<file path="src/rtl/oclib_pkg.sv">
// rtl/oclib_pkg.sv - shared byte-channel types for the oclib blocks
package oclib_pkg;

    // One direction of data/valid paired with the opposite direction's ready.
    typedef struct packed {
        logic [7:0] data;
        logic       valid;
        logic       ready;
    } bc_8b_bidi_s;

endpackage

</file>
<file path="src/rtl/oclib_bc_frame_responder.sv">
// rtl/oclib_bc_frame_responder.sv - receives [LEN][payload] frames and echoes them with a checksum
module oclib_bc_frame_responder #(
    parameter int         MaxLen    = 16,
    parameter logic [7:0] ErrorCode = 8'hFF
) (
    input  logic                   clock,
    input  logic                   reset,
    input  oclib_pkg::bc_8b_bidi_s bcIn,
    output oclib_pkg::bc_8b_bidi_s bcOut
);

    localparam int IdxW  = $clog2(MaxLen + 1);
    localparam int AddrW = (MaxLen > 1) ? $clog2(MaxLen) : 1;

    typedef enum logic [2:0] {
        IDLE,
        RX,
        DROP,
        TX_LEN,
        TX_DATA,
        TX_CSUM,
        TX_ERR
    } state_e;

    state_e            state_q, state_d;
    logic [7:0]        len_q, len_d;       // frame length; counts down remaining bytes in DROP
    logic [IdxW-1:0]   idx_q, idx_d;       // write index in RX, read index in TX_DATA
    logic [7:0]        csum_q, csum_d;
    logic [7:0]        data_q, data_d;
    logic              valid_q, valid_d;
    logic              ready_q, ready_d;
    logic              mem_we;
    logic [7:0]        mem_q [MaxLen];

    logic in_acc;
    logic out_acc;

    assign in_acc  = bcIn.valid && ready_q;
    assign out_acc = valid_q && bcIn.ready;

    // Next-state and output-register computation for the frame FSM.
    always_comb begin
        state_d = state_q;
        len_d   = len_q;
        idx_d   = idx_q;
        csum_d  = csum_q;
        data_d  = data_q;
        valid_d = valid_q;
        ready_d = ready_q;
        mem_we  = 1'b0;
        case (state_q)
            IDLE: begin
                ready_d = 1'b1;
                if (in_acc) begin
                    len_d  = bcIn.data;
                    csum_d = bcIn.data;
                    idx_d  = '0;
                    if (bcIn.data == 8'd0) begin
                        state_d = TX_LEN;
                        valid_d = 1'b1;
                        data_d  = 8'h00;
                        ready_d = 1'b0;
                    end else if (bcIn.data <= 8'(MaxLen)) begin
                        state_d = RX;
                    end else begin
                        state_d = DROP;
                    end
                end
            end
            RX: begin
                if (in_acc) begin
                    mem_we = 1'b1;
                    idx_d  = idx_q + 1'b1;
                    csum_d = csum_q + bcIn.data;
                    if (8'(idx_q) + 8'd1 == len_q) begin
                        state_d = TX_LEN;
                        valid_d = 1'b1;
                        data_d  = len_q;
                        ready_d = 1'b0;
                        idx_d   = '0;
                    end
                end
            end
            DROP: begin
                if (in_acc) begin
                    len_d = len_q - 8'd1;
                    if (len_q == 8'd1) begin
                        state_d = TX_ERR;
                        valid_d = 1'b1;
                        data_d  = ErrorCode;
                        ready_d = 1'b0;
                    end
                end
            end
            TX_LEN: begin
                if (out_acc) begin
                    if (len_q == 8'd0) begin
                        state_d = TX_CSUM;
                        data_d  = csum_q;
                    end else begin
                        state_d = TX_DATA;
                        data_d  = mem_q[0];
                        idx_d   = IdxW'(1);
                    end
                end
            end
            TX_DATA: begin
                if (out_acc) begin
                    if (8'(idx_q) == len_q) begin
                        state_d = TX_CSUM;
                        data_d  = csum_q;
                    end else begin
                        data_d = mem_q[idx_q[AddrW-1:0]];
                        idx_d  = idx_q + 1'b1;
                    end
                end
            end
            TX_CSUM, TX_ERR: begin
                if (out_acc) begin
                    state_d = IDLE;
                    valid_d = 1'b0;
                    data_d  = 8'h00;
                    ready_d = 1'b1;
                end
            end
            default: begin
                state_d = IDLE;
                valid_d = 1'b0;
                ready_d = 1'b1;
            end
        endcase
    end

    // FSM and output registers; reset abandons any frame in progress.
    always_ff @(posedge clock) begin
        if (reset) begin
            state_q <= IDLE;
            len_q   <= 8'h00;
            idx_q   <= '0;
            csum_q  <= 8'h00;
            data_q  <= 8'h00;
            valid_q <= 1'b0;
            ready_q <= 1'b0;
        end else begin
            state_q <= state_d;
            len_q   <= len_d;
            idx_q   <= idx_d;
            csum_q  <= csum_d;
            data_q  <= data_d;
            valid_q <= valid_d;
            ready_q <= ready_d;
        end
    end

    // Payload buffer; contents need no reset since reads only follow a full RX.
    always_ff @(posedge clock) begin
        if (mem_we && (8'(idx_q) < 8'(MaxLen))) begin
            mem_q[idx_q[AddrW-1:0]] <= bcIn.data;
        end
    end

    assign bcOut = '{data: data_q, valid: valid_q, ready: ready_q};

endmodule

</file>
<file path="config.mk">
export PLATFORM = sky130hd
export DESIGN_NAME = oclib_bc_frame_responder
export DESIGN_NICKNAME = d
export VERILOG_FILES = /design/src/rtl/oclib_pkg.sv /design/src/rtl/oclib_bc_frame_responder.sv
export SDC_FILE = /design/constraint.sdc
export NUM_CORES = 1
export LEC_CHECK = 0
export BUFFER_PORTS_ARGS = -buffer_cell sky130_fd_sc_hd__clkbuf_2
export CAP_MARGIN = 20
export CORE_MARGIN = 5
export CORE_UTILIZATION = 51
export DETAILED_ROUTE_END_ITERATION = 6
export MAX_ROUTING_LAYER = met4
export PLACE_DENSITY_LB_ADDON = 0.15
export SLEW_MARGIN = 30
export SYNTH_ARGS = -nofsm -noshare
export SYNTH_HDL_FRONTEND = slang
export SYNTH_SLANG_ARGS = --single-unit
</file>
<file path="constraint.sdc">
create_clock -name clock -period 2.4 [get_ports clock]
set_input_delay 0.48 -clock clock [delete_from_list [all_inputs] [get_ports clock]]
set_output_delay 0.48 -clock clock [all_outputs]
set_load 0.05 [all_outputs]
</file>
==> results by group, run 1 <==
Worst setup path
  – R2R setup slack: approximately 110 ps
  – Worst Reg-to-Reg Cells: 9
  – CP Data Required Time: between 2000 and 3000 ps
  – Crit end category: flip-flop
  – Crit Path Category: reg -> reg
  – RR Endpoint: data_q[2]
  – Critical path peak fanout: 13
  – Data arrival, critical path: 2610 ps
  – Worst setup SP type: flip-flop

Timing
  – Clock Skew: between 6 and 7 ps
  – Worst Tran Pin Value: about 900 ps
  – Final Cycle Share: 95.6%
  – Max Fclk: 0.436 GHz
  – Count of pins over their slew limit: 0
  – Final min period: roughly 2300 ps
  – Slew headroom: between 30% and 40%
  – Final Hold Vio Count: 0
  – Setup-failing EPs final: 0

Place
  – Placed insts: roughly 830
  – Port bufs: 21
  – GPL Wtd Cong: 0.953
  – Post-DP HPWL: roughly 14000 um
  – Placed instance area: roughly 0.0085 mm^2

Worst hold path
  – Hold Path Cell Cnt: 1
  – Worst Hold Class: in -> reg
  – Worst Hold Launch: bcIn[5]
  – Hold path endpoint: mem_q[6][3]

Die
  – Area of the die: between 0.015 and 0.02 mm^2
  – Core footprint: 0.0151 mm^2
  – Die Y: 133 um
  – Initial Util: approximately half
  – Cell Rows: 45
  – IO Count: 22
  – Die width: 133 um

Yosys
  – Post-synth top area share: just under 50%
  – Netlist Area Pre-Place: between 0.007 and 0.008 mm^2
  – Ys flop type: edfxtp_1
  – Largest cells by area after synthesis: edfxtp_1, dfxtp_1, mux4_2
  – Most frequent cells after synthesis: edfxtp_1, nand2_1, dfxtp_1, nor2_1, a21oi_1
  – Netlist cell types: 73
  – Synth warn: 0
  – Synthesized instance count: 587
  – Post-synth top area cell: edfxtp_1
  – Syn avg cell area: 13.2 um^2
  – Seq/Total Area, Yosys: roughly three fifths
  – FF+latch count, synth: 166
  – Syn nets: just over 600
  – Number of synthesized flops with an enable pin: between 100 and 150
  – Async SR Flop Fraction: 0%
  – Most common cell in the synthesized netlist: edfxtp_1

GRT
  – Number of global-route vias before repair: 5208
  – First-pass GRT wire length: 31100 um
  – Largest net degree at the start of global routing: 30
  – GRT overflow: 0
  – GRT Util Overall: around 24%
  – Initial antenna violation count: 0

Final layout
  – Syn-to-layout area delta: 18.7%
  – Post-route cell area: roughly 0.009 mm^2
  – Layout net count: roughly 690
  – ANT cells: 0
  – Layout cells sized above 1: between 20 and 30%
  – Non-Filler Instances: between 800 and 900

Status
  – Run status: complete, no violations

Routing
  – Vias after detailed routing: about 5300
  – DR pass1 iterations: 5
  – DRT iter0 DRCs: roughly 460
  – Vias/cell: around 6
  – Wirelength, routed: ~20000 um
  – DRC viols: 0
  – Final ANT Viol Nets: 0
  – Routed WL per cell: between 20 and 25 um

Power and ir drop
  – Maximum VDD drop: roughly 0.00082 V
  – Final Power: ~0.0083 W
  – PwrDens: 897 mW/mm^2
  – Leak: roughly 3.1 nW

Clock network
  – CTS tree: done
  – H-tree levels: 4
  – Clock transition at path regs: 60 ps
  – Worst-skew pair later-pin latency: around 420 ps
  – CTS root buf: clkbuf_16
  – Clock sink count: ~170
  – TritonCTS Buffers: 17
  – Maximum buffer depth of the clock tree: 2
  – CTS hold repair buffers: 0

Flow run
  – Max cap viols: 0
==> critical path: stages (launching register included) <==
cell and delay, ps:
dfxtp_2 340, buf_12 160, buf_12 160, buf_6 160, mux4_2 510, mux2i_1 190
a21oi_1 130, a221oi_2 310, buf_4 150, o2bb2ai_1 60
==> cell families (layout without fill, tap and decap cells) <==
kind of cell / after synthesis / in the layout / share of synthesized area [%]
compound gates: 145 / 145 / 12.9
xor+xnor: 11 / 11 / 1.24
fa+ha+maj: 14 / 14 / 2.35
buf+inv: 53 / 142 / 3.14
flops: 166 / 166 / 59.3
mux: 43 / 43 / 10.8
simple gates: 155 / 155 / 10.2
==> power by group <==
| group | leakage [nW] | internal (W) | switching (W) |
|---|---|---|---|
| registers | 1.46 | 0.00320 | 0.000144 |
| logic | 1.36 | 0.000894 | 0.00121 |
| clock network | 0.310 | 0.00171 | 0.00111 |
==> routing by layer <==
metal	GRT usage [%]	up-vias	wire length, um
met5	-	-	0
met4	5.09	0	176
met3	5.59	18	1120
met2	36.0	173	9460
met1	34.2	2633	9230
li1	-	2444	-
==> placed cells by master (no fill, tap or decap), drive strengths merged, types with 3 or more instances in the layout <==
master,Yosys,routed
a22oi,3,3
dfxtp,38,38
ha,13,13
nor2b,14,14
or4,3,3
a221oi,10,10
buf,22,72
a211oi,16,16
mux4,32,32
o211ai,5,5
a311oi,3,3
o21a,3,3
a21oi,38,38
and2,4,4
nor2,39,39
mux2i,10,10
edfxtp,128,128
o21ai,30,30
inv,17,22
xnor2,9,9
o22ai,4,4
nor4,4,4
nand2,41,41
nand3,15,15
o2bb2ai,10,10
or3,5,5
nor3,18,18
clkbuf,14,45
a22o,4,4
==> repair_timing <==
| action | 4_1_cts | 5_1_grt |
|---|---|---|
| pin swaps | 0 | 1 |
| gates resized for setup | 1 | 13 |
| setup endpoints to repair | 1 | 63 |
| buffers inserted | 0 | 0 |
| cloned | 0 | 0 |
==> how the worst max path moves through the flow <==
stage / slack (ps) / endpoint / cells after the start
after global placement: 4 / csum_q[7] / 8
after detailed placement: -20 / csum_q[6] / 11
after global routing: -0.1 / data_q[2] / 9
final: 110 / data_q[2] / 9
after CTS: 20 / data_q[1] / 7
after floorplan: 80 / mem_q[2][0] / 6
==> sequential cells by signal, indices dropped and copies added, names as in the netlist, named ones only <==
| signal | flops |
|---|---|
| csum_q | 8 |
| state_q | 3 |
| data_q | 8 |
| mem_q | 128 |
| ready_q | 1 |
| idx_q | 5 |
| len_q | 8 |
| valid_q | 1 |
==> through the flow <==
step	setup TNS [ps]	util [%]	hold WS, ps	setup WS, ps
2_1_floorplan	0	-	490	77.8
3_3_place_gp	0	56.4	448	3.59
3_5_place_dp	-23.1	56.4	456	-20.6
5_1_grt	-0.133	61.0	364	-0.133
6_report	0	61.0	368	105
4_1_cts	0	60.6	364	18.3
==> layout make-up <==
cell class                 instances  area, um^2
inverter                          17        63.8
clock inverter                     8        75.1
tap                              188         235
fill                            1214        5880
timing repair buffer              93         699
clock buffer                      24         547
multi-input combinational        368        2980
sequential                       166        4610
(Power assumes the default switching activity.)
==> inputs of run 2 (changes only) <==
--- a/config.mk
+++ b/config.mk
@@ -8,7 +8,7 @@
 export BUFFER_PORTS_ARGS = -buffer_cell sky130_fd_sc_hd__clkbuf_2
 export CAP_MARGIN = 20
 export CORE_MARGIN = 5
-export CORE_UTILIZATION = 51
+export CORE_UTILIZATION = 50
 export DETAILED_ROUTE_END_ITERATION = 6
 export MAX_ROUTING_LAYER = met4
 export PLACE_DENSITY_LB_ADDON = 0.15
==> results by group, run 2 (synthesis results as in run 1) <==
Timing
  – Final Hold Vio Count: 0
  – Max Fclk: 0.437 GHz
  – Slew headroom: between 50% and 60%
  – Setup-failing EPs final: 0
  – Clock Skew: between 7 and 8 ps
  – Final Cycle Share: between 90% and 100%
  – Count of pins over their slew limit: 0
  – Final worst slack: around 110 ps
  – Final min period: 2290 ps
  – Worst Tran Pin Value: 715 ps

Status
  – Violated checks: design-rule violations
  – Run status: complete, but fails checks

Final layout
  – ANT cells: 0
  – Commonest non-fill, non-tap cell in the layout: edfxtp_1
  – Most frequent cells in the layout: edfxtp_1, buf_4, nand2_1
  – Post-route cell area: between 0.009 and 0.01 mm^2
  – Number of flip-flops under the largest register name: 128
  – Syn-to-layout area delta: 18.4%
  – Layout net count: 695
  – Layout cells sized above 1: 27.2%
  – Non-Filler Instances: between 800 and 900

Worst setup path
  – R2R setup slack: ~110 ps
  – Crit end category: flip-flop
  – Worst Reg-to-Reg Cells: 8
  – CP Data Required Time: between 2000 and 3000 ps
  – Worst setup SP type: flip-flop
  – Critical path peak fanout: 15
  – RR Endpoint: data_q[0]
  – Critical Path Sink: data_q[0]
  – Data arrival, critical path: 2610 ps
  – Crit Path Category: reg -> reg

Place
  – Dpl ws: -108 ps
  – Post-DP HPWL: ~14000 um
  – Placed insts: between 800 and 900
  – Placed instance area: ~0.0085 mm^2
  – Port bufs: 21
  – GPL Wtd Cong: 0.928

Power and ir drop
  – Maximum VDD drop: approximately 0.00054 V
  – PwrDens: ~890 mW/mm^2
  – Final Power: a little over 0.008 W
  – Leak: 3.13 nW

GRT
  – Number of global-route vias before repair: ~5400
  – GRT Util Overall: between 20% and 30%
  – Largest net degree at the start of global routing: 30
  – GRT overflow: 0
  – First-pass GRT wire length: slightly above 30000 um
  – Initial antenna violation count: 0

Clock network
  – Clock sink count: about 170
  – CTS root buf: clkbuf_16
  – Worst-skew pair later-pin latency: 430 ps
  – Clock transition at path regs: ~60 ps
  – TritonCTS Buffers: 17
  – Maximum buffer depth of the clock tree: 2
  – CTS tree: done
  – H-tree levels: 4

Die
  – Core footprint: 0.0152 mm^2
  – IO Count: 22
  – Area of the die: ~0.018 mm^2
  – Die width: between 100 and 150 um
  – Die Y: around 130 um
  – Initial Util: about half
  – Cell Rows: 45

Worst hold path
  – Worst Hold Class: in -> reg

Routing
  – Routed WL per cell: about 23 um
  – DR pass1 iterations: 7
  – Wirelength, routed: around 20000 um
  – DRC viols: 10
  – Vias after detailed routing: about 5400
  – DRT iter0 DRCs: between 500 and 600
  – Final ANT Viol Nets: 0
  – Vias/cell: 6.22

Flow run
  – Max cap viols: 0
==> run 2: cell types whose count changed in the layout (fill, tap and decap cells not counted), sizes merged <==
| cell | delta |
|---|---|
| buf | +6 |
| clkinv | +3 |
| clkinvlp | +2 |
| inv | -3 |
| bufinv | +2 |
| clkbuf | -5 |
==> run 2: report_power, final <==
group	internal [W]	leakage [nW]	total, W	switching (W)
clock network	0.00163	0.283	0.00273	0.00109
registers	0.00319	1.46	0.00334	0.000149
logic	0.000935	1.39	0.00213	0.00119
==> run 2: cell type report <==
| class | instances | area (um^2) |
|---|---|---|
| fill | 1210 | 6010 |
| sequential | 166 | 4610 |
| multi-input combinational | 368 | 2960 |
| timing repair buffer | 99 | 736 |
| clock buffer | 19 | 433 |
| tap | 188 | 235 |
| clock inverter | 12 | 154 |
| inverter | 17 | 63.8 |
==> run 2: per-stage QoR <==
| stage | hold WS (ps) | TNS (ps) | utilization, % |
|---|---|---|---|
| floorplan | 490 | 0 | - |
| global placement | 450 | -141 | 55.9 |
| detailed placement | 461 | -401 | 55.9 |
| CTS | 375 | 0 | 59.8 |
| global route | 389 | -1.69 | 60.5 |
| finish | 387 | 0 | 60.5 |
==> run 2: worst min path at each step <==
stage	end	cells after the start	from
after floorplan	idx_q[4]	2	idx_q[4]
after global placement	data_q[4]	1	data_q[4]
after detailed placement	data_q[4]	1	data_q[4]
after CTS	mem_q[14][5]	1	bcIn[7]
after global routing	mem_q[14][5]	1	bcIn[7]
final	mem_q[14][5]	1	bcIn[7]
==> run 2: worst max-delay path: stages (launching register included) <==
cell and delay, ps:
dfxtp_2 330, buf_12 160, buf_16 180, mux4_2 560, mux2i_2 220, a21oi_1 130
a221oi_2 350, buf_4 170, o2bb2ai_1 60
==> run 2: metal layers <==
layer	vias to the layer above	GRT usage, %	routed length [um]
li1	2448	-	-
met1	2694	30.9	8600
met2	213	35.8	9520
met3	50	5.51	1320
met4	0	10.2	609
met5	-	-	0
==> run 2: timing repair <==
item	4_1_cts	5_1_grt
gates cloned	0	0
resized for setup	3	7
buffers inserted	0	7
hold buffers	0	0
pin swaps	0	3
setup endpoints to repair	2	12
